==> src/rtl/spi_xfer_sched_if.sv <==
// Requester/master-side signal bundle for spi_xfer_sched.
// The scheduler takes the slave modport; the host side and SPI master hook up through master.
interface spi_xfer_sched_if #(
  parameter int unsigned N_REQ = 4
);
  logic [N_REQ-1:0]   req;
  logic [8*N_REQ-1:0] req_dat;
  logic [N_REQ-1:0]   req_cpol;
  logic [N_REQ-1:0]   req_cpha;
  logic [N_REQ-1:0]   gnt;
  logic [N_REQ-1:0]   done;
  logic               err;
  logic               busy;
  logic               m_start;
  logic               m_cpol;
  logic               m_cpha;
  logic [7:0]         m_p_dat;
  logic               m_cs;

  modport slave (
    input  req, req_dat, req_cpol, req_cpha, m_cs,
    output gnt, done, err, busy, m_start, m_cpol, m_cpha, m_p_dat
  );

  modport master (
    output req, req_dat, req_cpol, req_cpha, m_cs,
    input  gnt, done, err, busy, m_start, m_cpol, m_cpha, m_p_dat
  );
endinterface

==> src/rtl/spi_xfer_sched.sv <==
// Round-robin scheduler sharing one SPI master among N_REQ requesters; launches a byte,
// tracks cs for completion and aborts with err if cs never goes low within TIMEOUT cycles.
module spi_xfer_sched #(
  parameter int unsigned N_REQ   = 4,
  parameter int unsigned TIMEOUT = 64
) (
  input logic             clk,
  input logic             rst,
  spi_xfer_sched_if.slave bus
);
  localparam int unsigned IdxW    = (N_REQ > 1) ? $clog2(N_REQ) : 1;
  localparam int unsigned CntW    = (TIMEOUT > 1) ? $clog2(TIMEOUT) : 1;
  localparam logic [CntW-1:0] CntMax  = CntW'(TIMEOUT - 1);
  localparam logic [IdxW-1:0] IdxLast = IdxW'(N_REQ - 1);

  typedef enum logic [2:0] {
    StIdle, StLaunch, StWaitLo, StWaitHi, StFinish, StGap
  } state_e;

  state_e            r_state, w_state_next;
  logic [N_REQ-1:0]  r_gnt, w_gnt_next;
  logic [7:0]        r_p_dat, w_p_dat_next;
  logic              r_cpol, w_cpol_next;
  logic              r_cpha, w_cpha_next;
  logic              r_start, w_start_next;
  logic              r_err_flag, w_err_flag_next;
  logic [CntW-1:0]   r_cnt, w_cnt_next;
  logic [IdxW-1:0]   r_last, w_last_next;
  logic [IdxW-1:0]   w_win, w_cand;

  // Scan farthest-to-nearest from last winner so the nearest requester overwrites the rest.
  always_comb begin
    w_win  = r_last;
    w_cand = r_last;
    for (int k = int'(N_REQ); k >= 1; k--) begin
      w_cand = IdxW'((int'(r_last) + k) % int'(N_REQ));
      if (bus.req[w_cand]) w_win = w_cand;
    end
  end

  always_comb begin
    w_state_next    = r_state;
    w_gnt_next      = r_gnt;
    w_p_dat_next    = r_p_dat;
    w_cpol_next     = r_cpol;
    w_cpha_next     = r_cpha;
    w_start_next    = r_start;
    w_err_flag_next = r_err_flag;
    w_cnt_next      = r_cnt;
    w_last_next     = r_last;
    unique case (r_state)
      StIdle: begin
        if (|bus.req) begin
          w_gnt_next        = '0;
          w_gnt_next[w_win] = 1'b1;
          w_p_dat_next      = bus.req_dat[{w_win, 3'b000} +: 8];
          w_cpol_next       = bus.req_cpol[w_win];
          w_cpha_next       = bus.req_cpha[w_win];
          w_last_next       = w_win;
          w_state_next      = StLaunch;
        end
      end
      StLaunch: begin
        w_start_next = 1'b1;
        w_cnt_next   = '0;
        w_state_next = StWaitLo;
      end
      StWaitLo: begin
        if (!bus.m_cs) begin
          w_start_next = 1'b0;
          w_state_next = StWaitHi;
        end else if (r_cnt == CntMax) begin
          w_start_next    = 1'b0;
          w_err_flag_next = 1'b1;
          w_state_next    = StFinish;
        end else begin
          w_cnt_next = r_cnt + 1'b1;
        end
      end
      StWaitHi: begin
        if (bus.m_cs) w_state_next = StFinish;
      end
      StFinish: begin
        w_gnt_next      = '0;
        w_err_flag_next = 1'b0;
        w_state_next    = StGap;
      end
      StGap:   w_state_next = StIdle;
      default: w_state_next = StIdle;
    endcase
  end

  always_ff @(posedge clk) begin
    if (rst) begin
      r_state    <= StIdle;
      r_gnt      <= '0;
      r_p_dat    <= '0;
      r_cpol     <= 1'b0;
      r_cpha     <= 1'b0;
      r_start    <= 1'b0;
      r_err_flag <= 1'b0;
      r_cnt      <= '0;
      r_last     <= IdxLast;
    end else begin
      r_state    <= w_state_next;
      r_gnt      <= w_gnt_next;
      r_p_dat    <= w_p_dat_next;
      r_cpol     <= w_cpol_next;
      r_cpha     <= w_cpha_next;
      r_start    <= w_start_next;
      r_err_flag <= w_err_flag_next;
      r_cnt      <= w_cnt_next;
      r_last     <= w_last_next;
    end
  end

  // done/err are decoded from registered state and grant only, so req never reaches an output.
  assign bus.gnt     = r_gnt;
  assign bus.done    = (r_state == StFinish) ? r_gnt : '0;
  assign bus.err     = (r_state == StFinish) & r_err_flag;
  assign bus.busy    = (r_state != StIdle);
  assign bus.m_start = r_start;
  assign bus.m_cpol  = r_cpol;
  assign bus.m_cpha  = r_cpha;
  assign bus.m_p_dat = r_p_dat;
endmodule

==> src/flat_wrapper.sv <==
// flat-port wrapper written by rule: the top's interface ports become plain ports
module spi_xfer_sched_flat 
#(
  parameter int unsigned N_REQ   = 4,
  parameter int unsigned TIMEOUT = 64
)
  (clk, rst, bus_req, bus_req_dat, bus_req_cpol, bus_req_cpha, bus_m_cs, bus_gnt, bus_done, bus_err, bus_busy, bus_m_start, bus_m_cpol, bus_m_cpha, bus_m_p_dat);
  spi_xfer_sched_if #(.N_REQ(N_REQ)) bus_i ();
  input logic clk;
  input logic rst;
  input wire logic [$bits(bus_i.req)-1:0] bus_req;
  input wire logic [$bits(bus_i.req_dat)-1:0] bus_req_dat;
  input wire logic [$bits(bus_i.req_cpol)-1:0] bus_req_cpol;
  input wire logic [$bits(bus_i.req_cpha)-1:0] bus_req_cpha;
  input wire logic [$bits(bus_i.m_cs)-1:0] bus_m_cs;
  output wire logic [$bits(bus_i.gnt)-1:0] bus_gnt;
  output wire logic [$bits(bus_i.done)-1:0] bus_done;
  output wire logic [$bits(bus_i.err)-1:0] bus_err;
  output wire logic [$bits(bus_i.busy)-1:0] bus_busy;
  output wire logic [$bits(bus_i.m_start)-1:0] bus_m_start;
  output wire logic [$bits(bus_i.m_cpol)-1:0] bus_m_cpol;
  output wire logic [$bits(bus_i.m_cpha)-1:0] bus_m_cpha;
  output wire logic [$bits(bus_i.m_p_dat)-1:0] bus_m_p_dat;
  assign bus_i.req = bus_req;
  assign bus_i.req_dat = bus_req_dat;
  assign bus_i.req_cpol = bus_req_cpol;
  assign bus_i.req_cpha = bus_req_cpha;
  assign bus_i.m_cs = bus_m_cs;
  assign bus_gnt = bus_i.gnt;
  assign bus_done = bus_i.done;
  assign bus_err = bus_i.err;
  assign bus_busy = bus_i.busy;
  assign bus_m_start = bus_i.m_start;
  assign bus_m_cpol = bus_i.m_cpol;
  assign bus_m_cpha = bus_i.m_cpha;
  assign bus_m_p_dat = bus_i.m_p_dat;
  spi_xfer_sched #(.N_REQ(N_REQ), .TIMEOUT(TIMEOUT)) u_core (.clk(clk), .rst(rst), .bus(bus_i));
endmodule
==> config.mk <==
export PLATFORM = sky130hd
export DESIGN_NAME = spi_xfer_sched_flat
export DESIGN_NICKNAME = d
export VERILOG_FILES = /design/src/rtl/spi_xfer_sched_if.sv /design/src/rtl/spi_xfer_sched.sv /design/src/flat_wrapper.sv
export SDC_FILE = /design/constraint.sdc
export NUM_CORES = 1
export LEC_CHECK = 0
export ABC_AREA = 1
export CAP_MARGIN = 20
export CORE_MARGIN = 2
export CORE_UTILIZATION = 45
export DETAILED_ROUTE_END_ITERATION = 8
export PLACE_DENSITY = 0.81
export SLEW_MARGIN = 30
export SYNTH_ARGS = -nofsm -noshare
export SYNTH_HDL_FRONTEND = slang
export SYNTH_SLANG_ARGS = --single-unit
export TNS_END_PERCENT = 5
==> constraint.sdc <==
create_clock -name clk -period 2 [get_ports clk]
set_clock_uncertainty 0.2 [all_clocks]
set_input_delay 0.2 -clock clk [delete_from_list [all_inputs] [get_ports clk]]
set_output_delay 0.2 -clock clk [all_outputs]
set_load 0.01 [all_outputs]
Yosys cells after proc, flatten, opt, wreduce, memory -nomap -nowiden
Cells that the tools add are included.
{"block": "word_totals", "inputBits": 47, "register_bits": 27, "wordCells": 81, "out_inout_bits": 21}
{"block": "classes", "muxes": 35, "order_cmp": 6, "add_sub_neg": 5, "shift": 1, "reduce_logical": 13, "bitwise_logic": 1, "n_eq_ne": 11}
{"op": "32-bit by 6-bit variable part select with 8-bit output", "n": 1}
{"op": "2-bit by 3-bit < comparator with 1-bit output (second input constant)", "n": 5}
{"op": "3-bit one-hot mux with 5 select lines", "n": 1}
{"op": "1-bit binary-select mux with 2-bit select", "n": 6}
{"op": "3-bit two-way mux", "n": 4}
{"op": "6-bit two-way mux", "n": 2}
{"op": "6-bit one-hot mux with 2 select lines", "n": 1}
{"op": "1-bit two-way mux", "n": 11}
{"op": "3-bit AND reduction", "n": 3}
{"op": "2-bit two-way mux", "n": 4}
{"op": "4-bit two-way mux", "n": 2}
{"op": "4-bit one-hot mux with 2 select lines", "n": 1}
{"op": "6-bit by 1-bit adder with 6-bit output (second input constant)", "n": 1}
{"op": "3-bit by 2-bit == test with 1-bit output (second input constant)", "n": 2}
{"op": "6-bit == test (second input constant)", "n": 1}
{"op": "2-bit != test (second input constant)", "n": 3}
{"op": "2-bit AND reduction", "n": 3}
{"op": "2-bit nonzero test", "n": 3}
{"op": "2-bit by 1-bit adder with 2-bit output (second input constant)", "n": 2}
{"op": "2-bit adder (second input constant)", "n": 2}
{"op": "2-bit by 1-bit != test with 1-bit output (second input constant)", "n": 2}
{"op": "1-bit one-hot mux with 2 select lines", "n": 2}
{"op": "4-bit OR reduction", "n": 1}
{"op": "3-bit by 1-bit == test with 1-bit output (second input constant)", "n": 1}
{"op": "other kinds (8)", "n": 8}

Longest topological paths before layout
{"block": "logic_depth", "word_depth": 13, "mapped_depth": 16, "ltp_nobuf": 15}

Worst setup path after synthesis
No wires, ideal clock.
{"block": "synth_path", "path_type": "register to register", "startpoint": "register u_core.r_last[0]", "endpoint": "register u_core.r_p_dat[6], in the netlist u_core.bus.m_p_dat[6]", "required_ns": 1.691, "arrival_time_ns": 1.395, "setup_ns": 0.109, "setup_slack_ns": 0.296, "stages_incl_launch_ff": 16, "cell_sequence": "dfxtp_1 buf_6 nand2_1 o21ai_1 nand2_1 nand2_1 nand2_2 nand2_1 nand2_1 buf_4 nand3_1 nand2_1 nand2_1 nand3_1 nand2_1 inv_1"}
{"block": "synth_via", "elab_chain_cells": 8}
{"element": "start, declared", "line_no": "spi_xfer_sched.sv:28", "rtl": "logic [IdxW-1:0] r_last, w_last_next;"}
{"element": "start signal, assigned", "line_no": "spi_xfer_sched.sv:103", "rtl": "r_last <= IdxLast;"}
{"element": "start signal, assigned", "line_no": "spi_xfer_sched.sv:113", "rtl": "r_last <= w_last_next;"}
{"element": "2-bit by 1-bit adder with 2-bit output", "line_no": "spi_xfer_sched.sv:36", "rtl": "w_cand = IdxW'((int'(r_last) + k) % int'(N_REQ));"}
{"element": "1-bit binary-select mux with 2-bit select", "line_no": "spi_xfer_sched.sv:37", "rtl": "if (bus.req[w_cand]) w_win = w_cand;"}
{"element": "1-bit two-way mux (implied by the code)", "line_no": "spi_xfer_sched.sv:37"}
{"element": "2-bit two-way mux (3 in a row)", "line_no": "spi_xfer_sched.sv:37"}
{"element": "2-bit two-way mux (*)", "line_no": "spi_xfer_sched.sv:37"}
{"element": "32-bit by 6-bit variable part select with 8-bit output (*)", "line_no": "spi_xfer_sched.sv:56", "rtl": "w_p_dat_next = bus.req_dat[{w_win, 3'b000} +: 8];"}
{"element": "end signal, assigned", "line_no": "spi_xfer_sched.sv:107", "rtl": "r_p_dat <= w_p_dat_next;"}
{"element": "end, declared", "line_no": "spi_xfer_sched.sv:22", "rtl": "logic [7:0] r_p_dat, w_p_dat_next;"}
Every way passes the cells marked *; elsewhere a longest branch is shown, timed or not. The select of a mux whose other input is x is not followed.
A chain may end at the register's enable or synchronous reset.

Worst setup path in the final report
{"block": "layout_path", "startpoint": "register u_core.r_last[0]", "endpoint": "register u_core.r_cpol, in the netlist u_core.bus.m_cpol"}
{"block": "layout_via", "elab_chain_cells": 9}
{"element": "2-bit by 1-bit adder with 2-bit output", "line_no": "spi_xfer_sched.sv:36"}
{"element": "1-bit binary-select mux with 2-bit select", "line_no": "spi_xfer_sched.sv:37"}
{"element": "1-bit two-way mux (implied by the code)", "line_no": "spi_xfer_sched.sv:37"}
{"element": "2-bit two-way mux (3 in a row)", "line_no": "spi_xfer_sched.sv:37"}
{"element": "2-bit two-way mux (*)", "line_no": "spi_xfer_sched.sv:37"}
{"element": "1-bit binary-select mux with 2-bit select (*)", "line_no": "spi_xfer_sched.sv:57", "rtl": "w_cpol_next = bus.req_cpol[w_win];"}
{"element": "1-bit two-way mux (implied by the code) (*)", "line_no": "spi_xfer_sched.sv:57"}
{"element": "end signal, assigned", "line_no": "spi_xfer_sched.sv:108", "rtl": "r_cpol <= w_cpol_next;"}
{"element": "end, declared", "line_no": "spi_xfer_sched.sv:23", "rtl": "logic r_cpol, w_cpol_next;"}
Marked as above.

==> metrics.txt <==
status completed; share of layout cells above drive strength 1 between 15 and 20%; Cell Area, Placed 2670 um^2; Die Span Y 68.7 um; Final nets 445; number of remaining DRC errors 0; Worst Reg2Reg Path Length in Cells 14; DP HPWL roughly 4100 um; FF-to-FF Start u_core.r_last[0]; 1st-iter DRT viols 94; critical path cell sequence buf_6, nand2_2, nand2_1, nand2_1, nand2_2, nand2_4, buf_6, nand3_4, clkbuf_16, nand3_1, nand3_1, nand3_1, nand2_1, inv_1; pre-CTS WS -0.154 ns; Crit Path Max Fanout 10; Initial Util 47.0%; VDD IR max 0.000716 V; TNS Setup 0 ns; clock share of power between 7 and 8%; routed wire length 5750 um; WP data arrival between 1.5 and 2 ns; pwr/cell area about 1600 nW/um^2; GRT Total Usage 24.2%; CP Launch Point u_core.r_last[0]; Site Rows 23; relative slew slack 79.6%; Least-Margin Pin Slew around 0.3 ns; register area share after synthesis 28.7%; initial antenna violation count 0; simple-gate share of the synthesized area 45.3%; count of pins over their slew limit 0; Placed Cells 439; Flop pwr share approximately 20%; Non-Filler Instances 446; Core ar. 4000 um^2; # diodes 0; Hold Path Class flip-flop to flip-flop; WP data required 1.98 ns; crit share post-route 98.1%; RSZ-0062 raised after global routing true; fin area 2880 um^2; vias in the first global route 2021; syn_area_per_cell 5.84 um^2; Die Wd 68.7 um; Synth area leader dfxtp_1; end point of the critical path u_core.bus.m_cpol; Leakage Power 1.44 nW; worst skew pair latency between 0.2 and 0.3 ns; Area Overhead vs Synth 52.9%; combinational share of power 73.2%; mux share of post-synthesis cell area 0%; reg2reg setup slack slightly below 0.04 ns; max_cap viols 0; H-tree levels 1; Buffers on Ports 67; CP peak stage delay around 0.43 ns; remaining global-route overflow 0; cells after synthesis approximately 320; Clock Tree Buf Depth 2; NetSw 2.18 mW; Num CTS Buffers 3; Setup Viol. Count Final 0; Synth Area in Compound Gates 7.38%; setup ws final 0.0385 ns; clk slew on worst S/H paths 0.10 ns; Cell Area, Synth 1880 um^2; Pint 2.30 mW; largest cells by area after synthesis dfxtp_1 (29%), nand3_1 (18%), nand2_1 (15%), inv_1 (11%), nor2_1 (6.6%); FILL cells 354; hold-fix buffers at CTS 0; Startpoint Class flip-flop; Synth Area in Adders 0.665%; main combinational cell family by area after synthesis simple AND/OR/NAND/NOR gates; via count 2293; Die Area 4710 um^2; Vias per Instance 5.14; first-pass GRT wire length 8630 um; crit path kind flip-flop to flip-flop; Critical Path Sink Type flip-flop; Synth cell types 25; Detail Route Antenna Nets 0; Root Driver clkbuf_8; CTS Sinks 27; largest net degree at the start of global routing 22; Final Critical Period 1.96 ns; gpl congestion 0.894; most frequent cells in the layout nand2_1 (64), nand3_1 (64), clkdlybuf4s50_1 (61); final hold violations 0; WL per Instance about 13 um; Synthesized Nets 370; CTS tree yes; #FFs+latches synth 27; I/O pin count 68; top cell type's share of synthesized area ~29%; Slowest-stage cell, CP dfxtp_4; FF-to-FF End u_core.bus.m_cpol; Sw Ratio 48.7%; Synth Area in XOR/XNOR 0%; Synth Warn # 0; Pre-Repair DR Iteration Count 4; Max Clock Freq ~0.51 GHz
## through the flow
step	total power [mW]	util, %	hold slack (ns)
after floorplan	2.84	-	0.163
after CTS	4.17	67.9	0.272
final	4.47	71.9	0.267
after detailed placement	3.81	66.7	0.256
after global routing	4.86	71.9	0.294
after global placement	3.74	66.7	0.247
## per-layer routing
metal  part of all wire [%]  track usage, %  vias up
li1                       -               -     1151
met1                     38            27.3     1023
met2                     51            43.4      103
met3                    8.1            6.01       16
met4                    2.7            9.25        0
met5                      0               0        -
## critical path: cells and delay by family, from the launching register on
kind / cells / cell delay, ns
buffers and inverters: 4 / 0.47
AND/OR/NAND/NOR: 10 / 0.75
flip-flops: 1 / 0.43
## cell usage after synthesis
cell type / count
clkbuf_1: 1
inv_2: 5
nor3_2: 1
a211oi_1: 1
o21ai_1: 1
o21a_1: 1
inv_1: 55
nor3_1: 5
nand3_2: 1
nor2_2: 1
buf_4: 3
dfxtp_1: 27
o21ai_2: 1
a21oi_1: 13
buf_6: 5
o211ai_1: 2
ha_1: 1
o21ai_0: 6
buf_1: 1
nand3_1: 69
nor2_1: 33
buf_2: 5
nand4_1: 1
nand2_2: 6
nand2_1: 77
## worst min-delay path by stage
stage	cells after the start	from	slack [ns]	to
after detailed placement	2	u_core.r_cnt[5]	0.26	u_core.r_cnt[5]
after CTS	2	u_core.r_cnt[5]	0.27	u_core.r_cnt[5]
after floorplan	2	rst	0.16	u_core.r_last[1]
after global routing	2	u_core.r_cnt[5]	0.29	u_core.r_cnt[5]
final	2	u_core.r_cnt[5]	0.27	u_core.r_cnt[5]
after global placement	2	u_core.r_cnt[5]	0.25	u_core.r_cnt[5]
## registers in the layout, indices dropped and copies added, names as in the netlist
name                cells
u_core.bus.m_p_dat      8
u_core.r_cnt            6
u_core.bus.m_cpha       1
u_core.bus.m_cpol       1
u_core.r_last           2
u_core.bus.gnt          4
u_core.r_state          3
u_core.r_err_flag       1
u_core.bus.m_start      1
## area by class of cell
class                      count  area (um^2)  area share, %
tap                           50         62.6           2.17
clock buffer                   3         41.3           1.43
inverter                      60          228           7.91
multi-input combinational    220         1090           37.8
sequential                    27          548           19.0
clock inverter                 1         7.51          0.261
timing repair buffer          85          902           31.3
## kinds of logic after synthesis
logic type,after synthesis
adder cells (fa/ha/maj),1
flip-flops,27
AO/OA/AOI/OAI,25
buffers and inverters,75
AND/OR/NAND/NOR,194
## repair_timing
action,in CTS,in global routing
pin swaps,0,17
setup buffers,0,1
endpoints found under the hold margin,0,0
resized for setup,9,35
endpoints found under the setup margin,17,20
gates cloned,0,2
## power groups by stage
stage / sequential [mW] / clock, mW / combinational [mW]
6_report: 0.875 / 0.324 / 3.27
5_1_grt: 0.890 / 0.355 / 3.62
4_1_cts: 0.857 / 0.334 / 2.98
3_5_place_dp: 0.863 / 0 / 2.95
3_3_place_gp: 0.862 / 0 / 2.88
2_1_floorplan: 0.883 / 0 / 1.96
(Power assumes the default switching activity.)
